<file path="src/rtl/clock_set_ctrl_if.sv">
// Key inputs, tick and counter-control outputs of the time-setting sequencer.
// Latency: none, this is wiring only.
// Backpressure: none; the strobes are single-cycle pulses the counters must take.
// Ports: tick_1hz, key_mode, key_adj go into the sequencer.
//        count_en, hour_inc, min_inc, sec_clr, mode, blink come out of it.
interface clock_set_ctrl_if;
    logic       tick_1hz;
    logic       key_mode;
    logic       key_adj;
    logic       count_en;
    logic       hour_inc;
    logic       min_inc;
    logic       sec_clr;
    logic [1:0] mode;
    logic       blink;

    // master: the board/stimulus side, slave: the sequencer itself
    modport master (
        output tick_1hz, key_mode, key_adj,
        input  count_en, hour_inc, min_inc, sec_clr, mode, blink
    );
    modport slave (
        input  tick_1hz, key_mode, key_adj,
        output count_en, hour_inc, min_inc, sec_clr, mode, blink
    );
endinterface

</file>
<file path="src/rtl/clock_set_ctrl.sv">
// Time-setting sequencer: debounces MODE/ADJ, walks RUN/SET_H/SET_M/SET_S, strobes counters.
// Latency: key edge -> press event 2+DEB_CYCLES cycles; press event -> strobe/mode 1 cycle.
// Backpressure: none; strobes are fire-and-forget single-cycle pulses.
// Ports: CP clock, nCR async active-low reset, io (slave) carries tick_1hz, raw keys,
//        count_en, hour_inc/min_inc/sec_clr strobes, mode and blink.
module clock_set_ctrl #(
    parameter int DEB_CYCLES    = 20000,
    parameter int REPEAT_DELAY  = 500000,
    parameter int REPEAT_PERIOD = 100000,
    parameter int TIMEOUT_S     = 10
) (
    input  logic           CP,
    input  logic           nCR,
    clock_set_ctrl_if.slave io
);
    localparam int DW   = $clog2(DEB_CYCLES + 1);
    localparam int RMAX = (REPEAT_DELAY > REPEAT_PERIOD) ? REPEAT_DELAY : REPEAT_PERIOD;
    localparam int RW   = $clog2(RMAX + 1);
    localparam int TW   = $clog2(TIMEOUT_S + 1);

    localparam logic [DW-1:0] DEB_LAST = DW'(DEB_CYCLES - 1);
    localparam logic [RW-1:0] REP_D    = RW'(REPEAT_DELAY);
    localparam logic [RW-1:0] REP_P    = RW'(REPEAT_PERIOD);
    localparam logic [TW-1:0] TO_LAST  = TW'(TIMEOUT_S - 1);

    typedef enum logic [1:0] {
        RUN   = 2'b00,
        SET_H = 2'b01,
        SET_M = 2'b10,
        SET_S = 2'b11
    } state_t;

    // ------------------------------------------------------------------
    // Key conditioning. Index 0 = MODE, index 1 = ADJ.
    // ------------------------------------------------------------------
    logic [1:0]    key_raw;
    logic [1:0]    sync1;
    logic [1:0]    sync2;
    logic [1:0]    deb;
    logic [1:0]    press;
    logic [DW-1:0] db_cnt [2];

    assign key_raw = {io.key_adj, io.key_mode};

    always_ff @(posedge CP or negedge nCR) begin
        if (!nCR) begin
            sync1 <= '0;
            sync2 <= '0;
            deb   <= '0;
            press <= '0;
            for (int k = 0; k < 2; k++) begin
                db_cnt[k] <= '0;
            end
        end else begin
            sync1 <= key_raw;
            sync2 <= sync1;
            for (int k = 0; k < 2; k++) begin
                press[k] <= 1'b0;
                if (sync2[k] != deb[k]) begin
                    // Level flips only after DEB_CYCLES consecutive disagreeing cycles;
                    // a press event is raised on the same edge as a rising flip.
                    if (db_cnt[k] == DEB_LAST) begin
                        deb[k]    <= sync2[k];
                        press[k]  <= sync2[k];
                        db_cnt[k] <= '0;
                    end else begin
                        db_cnt[k] <= db_cnt[k] + DW'(1);
                    end
                end else begin
                    db_cnt[k] <= '0;
                end
            end
        end
    end

    // ------------------------------------------------------------------
    // Mode sequencer
    // ------------------------------------------------------------------
    state_t        state;
    logic [TW-1:0] to_cnt;
    logic [RW-1:0] rep_cnt;
    logic          rep_act;
    logic          rep_first;

    logic mode_press;
    logic adj_press;
    logic adj_lvl;
    logic rep_fire;
    logic to_hit;

    assign mode_press = press[0];
    assign adj_press  = press[1];
    assign adj_lvl    = deb[1];

    // rep_cnt holds the number of cycles since the last strobe, so it is
    // compared directly against the delay (first repeat) or the period.
    assign rep_fire = rep_act && adj_lvl && (rep_cnt == (rep_first ? REP_D : REP_P));
    assign to_hit   = io.tick_1hz && (to_cnt == TO_LAST);
    assign io.mode  = state;

    function automatic state_t next_of(input state_t s);
        case (s)
            RUN:     next_of = SET_H;
            SET_H:   next_of = SET_M;
            SET_M:   next_of = SET_S;
            default: next_of = RUN;
        endcase
    endfunction

    always_ff @(posedge CP or negedge nCR) begin
        if (!nCR) begin
            state       <= RUN;
            io.count_en <= 1'b1;
            io.hour_inc <= 1'b0;
            io.min_inc  <= 1'b0;
            io.sec_clr  <= 1'b0;
            io.blink    <= 1'b0;
            to_cnt      <= '0;
            rep_cnt     <= '0;
            rep_act     <= 1'b0;
            rep_first   <= 1'b0;
        end else begin
            io.hour_inc <= 1'b0;
            io.min_inc  <= 1'b0;
            io.sec_clr  <= 1'b0;

            if (mode_press) begin
                // Mode wins over a coincident ADJ press or timeout.
                state       <= next_of(state);
                io.count_en <= (next_of(state) == RUN);
                io.blink    <= 1'b0;
                to_cnt      <= '0;
                rep_act     <= 1'b0;
            end else if (state == RUN) begin
                io.count_en <= 1'b1;
                io.blink    <= 1'b0;
                to_cnt      <= '0;
                rep_act     <= 1'b0;
            end else if (adj_press) begin
                // ADJ wins over a coincident timeout and restarts it.
                case (state)
                    SET_H:   io.hour_inc <= 1'b1;
                    SET_M:   io.min_inc  <= 1'b1;
                    default: io.sec_clr  <= 1'b1;
                endcase
                io.blink  <= 1'b0;
                to_cnt    <= '0;
                rep_act   <= (state != SET_S);
                rep_first <= 1'b1;
                rep_cnt   <= RW'(1);
            end else if (to_hit) begin
                state       <= RUN;
                io.count_en <= 1'b1;
                io.blink    <= 1'b0;
                to_cnt      <= '0;
                rep_act     <= 1'b0;
            end else begin
                if (io.tick_1hz) begin
                    to_cnt <= to_cnt + TW'(1);
                end
                if (rep_fire) begin
                    // rep_act is only ever set in SET_H / SET_M
                    if (state == SET_H) begin
                        io.hour_inc <= 1'b1;
                    end else begin
                        io.min_inc <= 1'b1;
                    end
                    io.blink  <= 1'b0;
                    rep_first <= 1'b0;
                    rep_cnt   <= RW'(1);
                end else begin
                    if (io.tick_1hz) begin
                        io.blink <= ~io.blink;
                    end
                    if (rep_act && !adj_lvl) begin
                        rep_act <= 1'b0;
                    end else if (rep_act) begin
                        rep_cnt <= rep_cnt + RW'(1);
                    end
                end
            end
        end
    end
endmodule

</file>
<file path="src/flat_wrapper.sv">
// flat-port wrapper written by rule: the top's interface ports become plain ports
module clock_set_ctrl_flat 
#(
    parameter int DEB_CYCLES    = 20000,
    parameter int REPEAT_DELAY  = 500000,
    parameter int REPEAT_PERIOD = 100000,
    parameter int TIMEOUT_S     = 10
)
  (CP, nCR, io_tick_1hz, io_key_mode, io_key_adj, io_count_en, io_hour_inc, io_min_inc, io_sec_clr, io_mode, io_blink);
  clock_set_ctrl_if io_i ();
  input  logic CP;
  input  logic nCR;
  input wire logic [$bits(io_i.tick_1hz)-1:0] io_tick_1hz;
  input wire logic [$bits(io_i.key_mode)-1:0] io_key_mode;
  input wire logic [$bits(io_i.key_adj)-1:0] io_key_adj;
  output wire logic [$bits(io_i.count_en)-1:0] io_count_en;
  output wire logic [$bits(io_i.hour_inc)-1:0] io_hour_inc;
  output wire logic [$bits(io_i.min_inc)-1:0] io_min_inc;
  output wire logic [$bits(io_i.sec_clr)-1:0] io_sec_clr;
  output wire logic [$bits(io_i.mode)-1:0] io_mode;
  output wire logic [$bits(io_i.blink)-1:0] io_blink;
  assign io_i.tick_1hz = io_tick_1hz;
  assign io_i.key_mode = io_key_mode;
  assign io_i.key_adj = io_key_adj;
  assign io_count_en = io_i.count_en;
  assign io_hour_inc = io_i.hour_inc;
  assign io_min_inc = io_i.min_inc;
  assign io_sec_clr = io_i.sec_clr;
  assign io_mode = io_i.mode;
  assign io_blink = io_i.blink;
  clock_set_ctrl #(.DEB_CYCLES(DEB_CYCLES), .REPEAT_DELAY(REPEAT_DELAY), .REPEAT_PERIOD(REPEAT_PERIOD), .TIMEOUT_S(TIMEOUT_S)) u_core (.CP(CP), .nCR(nCR), .io(io_i));
endmodule
</file>
<file path="config.mk">
export PLATFORM = sky130hd
export DESIGN_NAME = clock_set_ctrl_flat
export DESIGN_NICKNAME = d
export VERILOG_FILES = /design/src/rtl/clock_set_ctrl_if.sv /design/src/rtl/clock_set_ctrl.sv /design/src/flat_wrapper.sv
export SDC_FILE = /design/constraint.sdc
export NUM_CORES = 1
export LEC_CHECK = 0
export CORE_MARGIN = 5
export CORE_UTILIZATION = 39
export DETAILED_ROUTE_END_ITERATION = 6
export PLACE_DENSITY_LB_ADDON = 0.12
export SLEW_MARGIN = 20
export SYNTH_ARGS = -nofsm -noshare
export SYNTH_HDL_FRONTEND = slang
export SYNTH_SLANG_ARGS = --single-unit
</file>
<file path="constraint.sdc">
create_clock -name CP -period 3.8 [get_ports CP]
set_clock_uncertainty 0.1 [all_clocks]
set_input_delay 0.76 -clock CP [delete_from_list [all_inputs] [get_ports CP]]
set_output_delay 0.76 -clock CP [all_outputs]
set_load 0.1 [all_outputs]
</file>
# After elaboration in Yosys (flattened, before gate mapping)
# Index checks and enable logic that the tools add are counted.
# op_classes
n_addsub	4
eq_ne	15
muxes	61
n_bitwise	3
reduce_logical	22
# op_table
operator	count
2-to-1 mux 19 bit	6
2-to-1 mux 15 bit	4
2-to-1 mux 1 bit	40
adder 15 x 1 -> 15 bit, second input constant	2
== test 15 bit, second input constant	2
2-to-1 mux 4 bit	5
adder 19 x 1 -> 19 bit, second input constant	1
== test 19 bit	1
2-to-1 mux 2 bit	5
nonzero test 5 bit	2
AND reduction 2 bit	4
case mux 2 bit (3 select lines)	1
nonzero test 3 bit	2
nonzero test 6 bit	1
inequality test 5 x 3 -> 1 bit, second input constant	1
AND reduction 5 bit	1
adder 4 x 1 -> 4 bit, second input constant	1
== test 4 bit, second input constant	1
logical AND 1 bit	4
zero test 2 bit	2
inequality test 2 x 1 -> 1 bit, second input constant	2
inequality test 2 bit, second input constant	2
AND reduction 4 bit	1
nonzero test 2 bit	2
9 further kinds	12
# totals
ff_bits	70
inputBits	5
output_inout_bits	7
word_cells	122

# Longest topological paths before layout
# logic_depth
ltp_word	8
depth_mapped	8
depth_no_buf	7

# Least setup slack after synthesis
# No wires, ideal clock.
# synth_path
path_kind	register to register
startpoint	register u_core.state[0] (netlist: u_core.io.mode[0])
endpoint	register u_core.rep_cnt[14]
setup_time_ns	0.119
arrival_time_ns	2.405
required_time_ns	3.581
slack_ns	1.176
path_stages_with_launch	9
path_buffers	1
synth_period_minus_slack_ns	2.624
path_cell_list	dfrtp_1 inv_1 ha_1 nor2_2 a41oi_4 buf_6 nor4_1 xnor2_1 nor2_2
# synth_via
elab_chain_cells	3
# synth_lines
item	line_no	text
start, declared	clock_set_ctrl.sv:79	state_t state;
start signal, assigned	clock_set_ctrl.sv:129	state <= next_of(state);
zero test 2 bit	clock_set_ctrl.sv:134	end else if (state == RUN) begin
NOT 1 bit (no line)	--	
AND reduction 5 bit (no line)	--	
end signal, assigned	clock_set_ctrl.sv:178	rep_cnt <= rep_cnt + RW'(1);
end, declared	clock_set_ctrl.sv:81	logic [RW-1:0] rep_cnt;
# Every way passes these cells.
# A chain may end at the register's enable or synchronous reset.

# Worst setup path after layout
# layout_path
startpoint	register u_core.io.count_en
endpoint	output port io_count_en
# layout_lines
item	line_no	text
start, declared	clock_set_ctrl_if.sv:24	output count_en, hour_inc, min_inc, sec_clr, mode, blink
start signal, assigned	clock_set_ctrl.sv:130	io.count_en <= (next_of(state) == RUN);
end, declared	flat_wrapper.sv:16	output wire logic [$bits(io_i.count_en)-1:0] io_count_en;
# No word-level cell between the ends.

==> results.md <==
* Outcome: finished clean
* Cell type with the highest aggregate area in the netlist: dfrtp_1
* Post-Synth Simple-Gate Area at 0.269
* Post-synthesis adder-cell area fraction at 0.0359
* RSZ-0062 raised after global routing: no
* Number of global-route vias before repair at between 2,000 and 2,500
* Syn Nets at between 300 and 400
* Synth Area in XOR/XNOR at 0.118
* Post-synthesis cell area at 3480 um^2
* CP max stage cell: clkdlybuf4s50_1
* Clock latency on the worst-skew pair at 340 ps
* Worst VDD drop at between 150 and 200 uV
* Reg area at about 1800 um^2
* Hold Buf Count CTS at 0
* Slew @ Worst Pin at 969 ps
* I/O Pins at 12
* Overall routed net length at between 6000 and 7000 um
* EDFF count, synth at 0
* Yosys warning total at 0
* CP Cell Sequence: clkdlybuf4s50_1
* Largest family of logic cells by synthesized area: simple AND/OR/NAND/NOR gates
* Gp weighted congestion at roughly 0.8
* Worst EP required at 2940 ps
* Synth async-reset ratio at 1.00
* First-pass GRT wire length at roughly 12,000 um
* Clock Pin Slew Worst Setup and Hold Paths at approximately 70 ps
* Final Setup Violations at 0
* #FFs+latches synth at 70
* # Post-CTS Setup Buffers at 0
* CTS resizes at 0
* WP data arrival at roughly 2000 ps
* Fillers at 834
* Main area contributors after synthesis: dfrtp_1 50%, nor2_1 6.7%, xnor2_1 6.0%
* Hold Vio Cnt, Final at 0
* HP Class: reg -> reg
* Slew Limit Headroom at 0.352
* CP delay by family, top: buffers and inverters
* CTS tree: built
* TritonRoute pass-1 iters at 4
* Top-area cell type share of the netlist area at 0.496
* GRT Residual Overflow at 0
* Final Net Count at 375
* CP peak stage delay at ~1100 ps
* Max-Cap Viols at 0
* Non-Filler Instances at between 400 and 500
* Final Max Slew Viols at 0
* Total core area at 8720 um^2
* Setup CP Type: reg -> out
* Vias at roughly 2,400
* Largest net degree at the start of global routing at 27
* Total track usage at 0.135
* Std cell rows at 34
* Die ar. at between 10,000 and 15,000 um^2
* Leak pwr at approximately 1.7 nW
* CP Capture Type: primary output
* Share of layout cells above drive strength 1 at 0.0959
* Post-DR vias/cell at 5.08
* Seq/Total Area, Yosys at 0.503
* Min Tclk post-route at ~2900 ps
* Clock sinks at 70
* Startpoint types: register
* Clock buffer count from CTS at 9
* CP Max Fanout at 2
* PortBufs at 11
* Starting Density at 0.399
* Dpl cells at 457
* Antenna violations before repair at 0
* Post-synthesis mux area share at 0.0122
* Pwr Density at 425 nW/um^2
* Avg WL per Cell at about 14 um
* Htree depth at 3
* Max clock buf depth at 2
* HPWL Detailed at 4590 um
* Root buffer cell: clkbuf_8
* Tcrit/Tclk final at 0.753
* Die Y at 105 um
* Final ANT Viol Nets at 0
* P&R area growth vs syn at 11.7%
* Compound-Gate Fraction of Synth Area at 0.0374
* Ys flop type: dfrtp_1
* Cells after Synth at around 340
* Multi-input gate area at between 1500 and 2000 um^2
* Count of cell types in the netlist at between 40 and 50
* DR DRC count at 0
* Die Width at between 100 and 150 um
* Syn Area/Cell at about 10 um^2
* Initial drt markers at 79
* CP Buf/Inv Count at 1
* FMAX at approximately 350 MHz
* # diodes at 0
* Setup_tns at 0 ps
## worst paths after layout
kind                                         start            endpoint  slack [ps]  cells after the start
worst max register to register   u_core.io.mode[0]   u_core.rep_cnt[7]        1640                      7
worst min-delay path               u_core.sync1[0]     u_core.sync2[0]         250                      0
max in group asynchronous                      nCR   u_core.db_cnt[17]        2560                      2
worst max-delay path            u_core.io.count_en         io_count_en         940                      1
min in group asynchronous                      nCR  u_core.io.hour_inc         290                      1
worst min register to register     u_core.sync1[0]     u_core.sync2[0]         250                      0
## metal layers
layer / global-route usage / vias to the layer above / wire (um)
li1: - / 1223 / -
met1: 0.187 / 1155 / 3280
met2: 0.203 / 23 / 3090
met3: 0.0435 / 4 / 199
met4: 0.0389 / 0 / 70
met5: 0 / - / 0
## layout make-up
class	instances	area share
clock buffers	12	0.0399
clock inverters	4	0.0116
inverters	9	0.00868
multi-input cells	257	0.424
flip-flops and latches	70	0.451
well taps	108	0.0347
repair buffers	13	0.0309
## power breakdown
group | leakage [nW] | internal, mW | switching [mW]
clock network | 0.106 | 0.336 | 0.279
registers | 0.942 | 0.776 | 0.0322
logic | 0.603 | 0.0687 | 0.163
total | 1.65 | 1.18 | 0.474
## per-stage QoR
step | utilization | total power [mW] | instance area (um^2) | hold WS (ps) | setup slack (ps)
2_1_floorplan | - | 0.985 | 3480 | 231 | 1180
3_5_place_dp | 0.423 | 1.06 | 3690 | 239 | 1120
6_report | 0.446 | 1.65 | 3890 | 253 | 937
5_1_grt | 0.446 | 1.75 | 3890 | 275 | 887
3_3_place_gp | 0.423 | 1.06 | 3690 | 236 | 1160
4_1_cts | 0.446 | 1.68 | 3890 | 257 | 913
## cell usage in the layout, fill, tap and decap left out, types with 6 or more instances in the layout
cell / n
dfrtp_1: 69
nor2_1: 62
nand2_1: 28
xnor2_1: 24
xor2_1: 23
nand3_1: 18
nand4_1: 17
nor4_1: 11
clkbuf_8: 11
nor3_1: 10
ha_1: 10
clkdlybuf4s50_1: 10
inv_1: 9
and3_1: 6
a21oi_1: 6
## flip-flops by register name, indices dropped and copies added, names as in the netlist
register / flops
u_core.io.min_inc: 1
u_core.io.count_en: 1
u_core.deb: 2
u_core.io.blink: 1
u_core.sync2: 2
u_core.sync1: 2
u_core.db_cnt: 30
u_core.rep_cnt: 19
u_core.press: 2
u_core.io.hour_inc: 1
u_core.rep_act: 1
u_core.to_cnt: 4
u_core.rep_first: 1
u_core.io.mode: 2
u_core.io.sec_clr: 1
## synthesized netlist by cell type (6+ instances only)
cell type  instances
dfrtp_1           69
nor2_1            62
nand2_1           28
xnor2_1           24
xor2_1            23
nand3_1           18
nand4_1           17
nor4_1            11
ha_1              10
nor3_1            10
inv_1              9
a21oi_1            6
and3_1             6
## cells by family (layout without fill, tap and decap cells)
family	count (synthesis)	after routing
AOI/OAI and AO/OA	16	16
xor gates and xnor gates	47	47
adders and majority gates	10	10
buffers and inverters	17	38
DFF	70	70
muxes	4	4
and+or+nand+nor	180	180
Note: power is estimated with default switching activity, not from simulation.
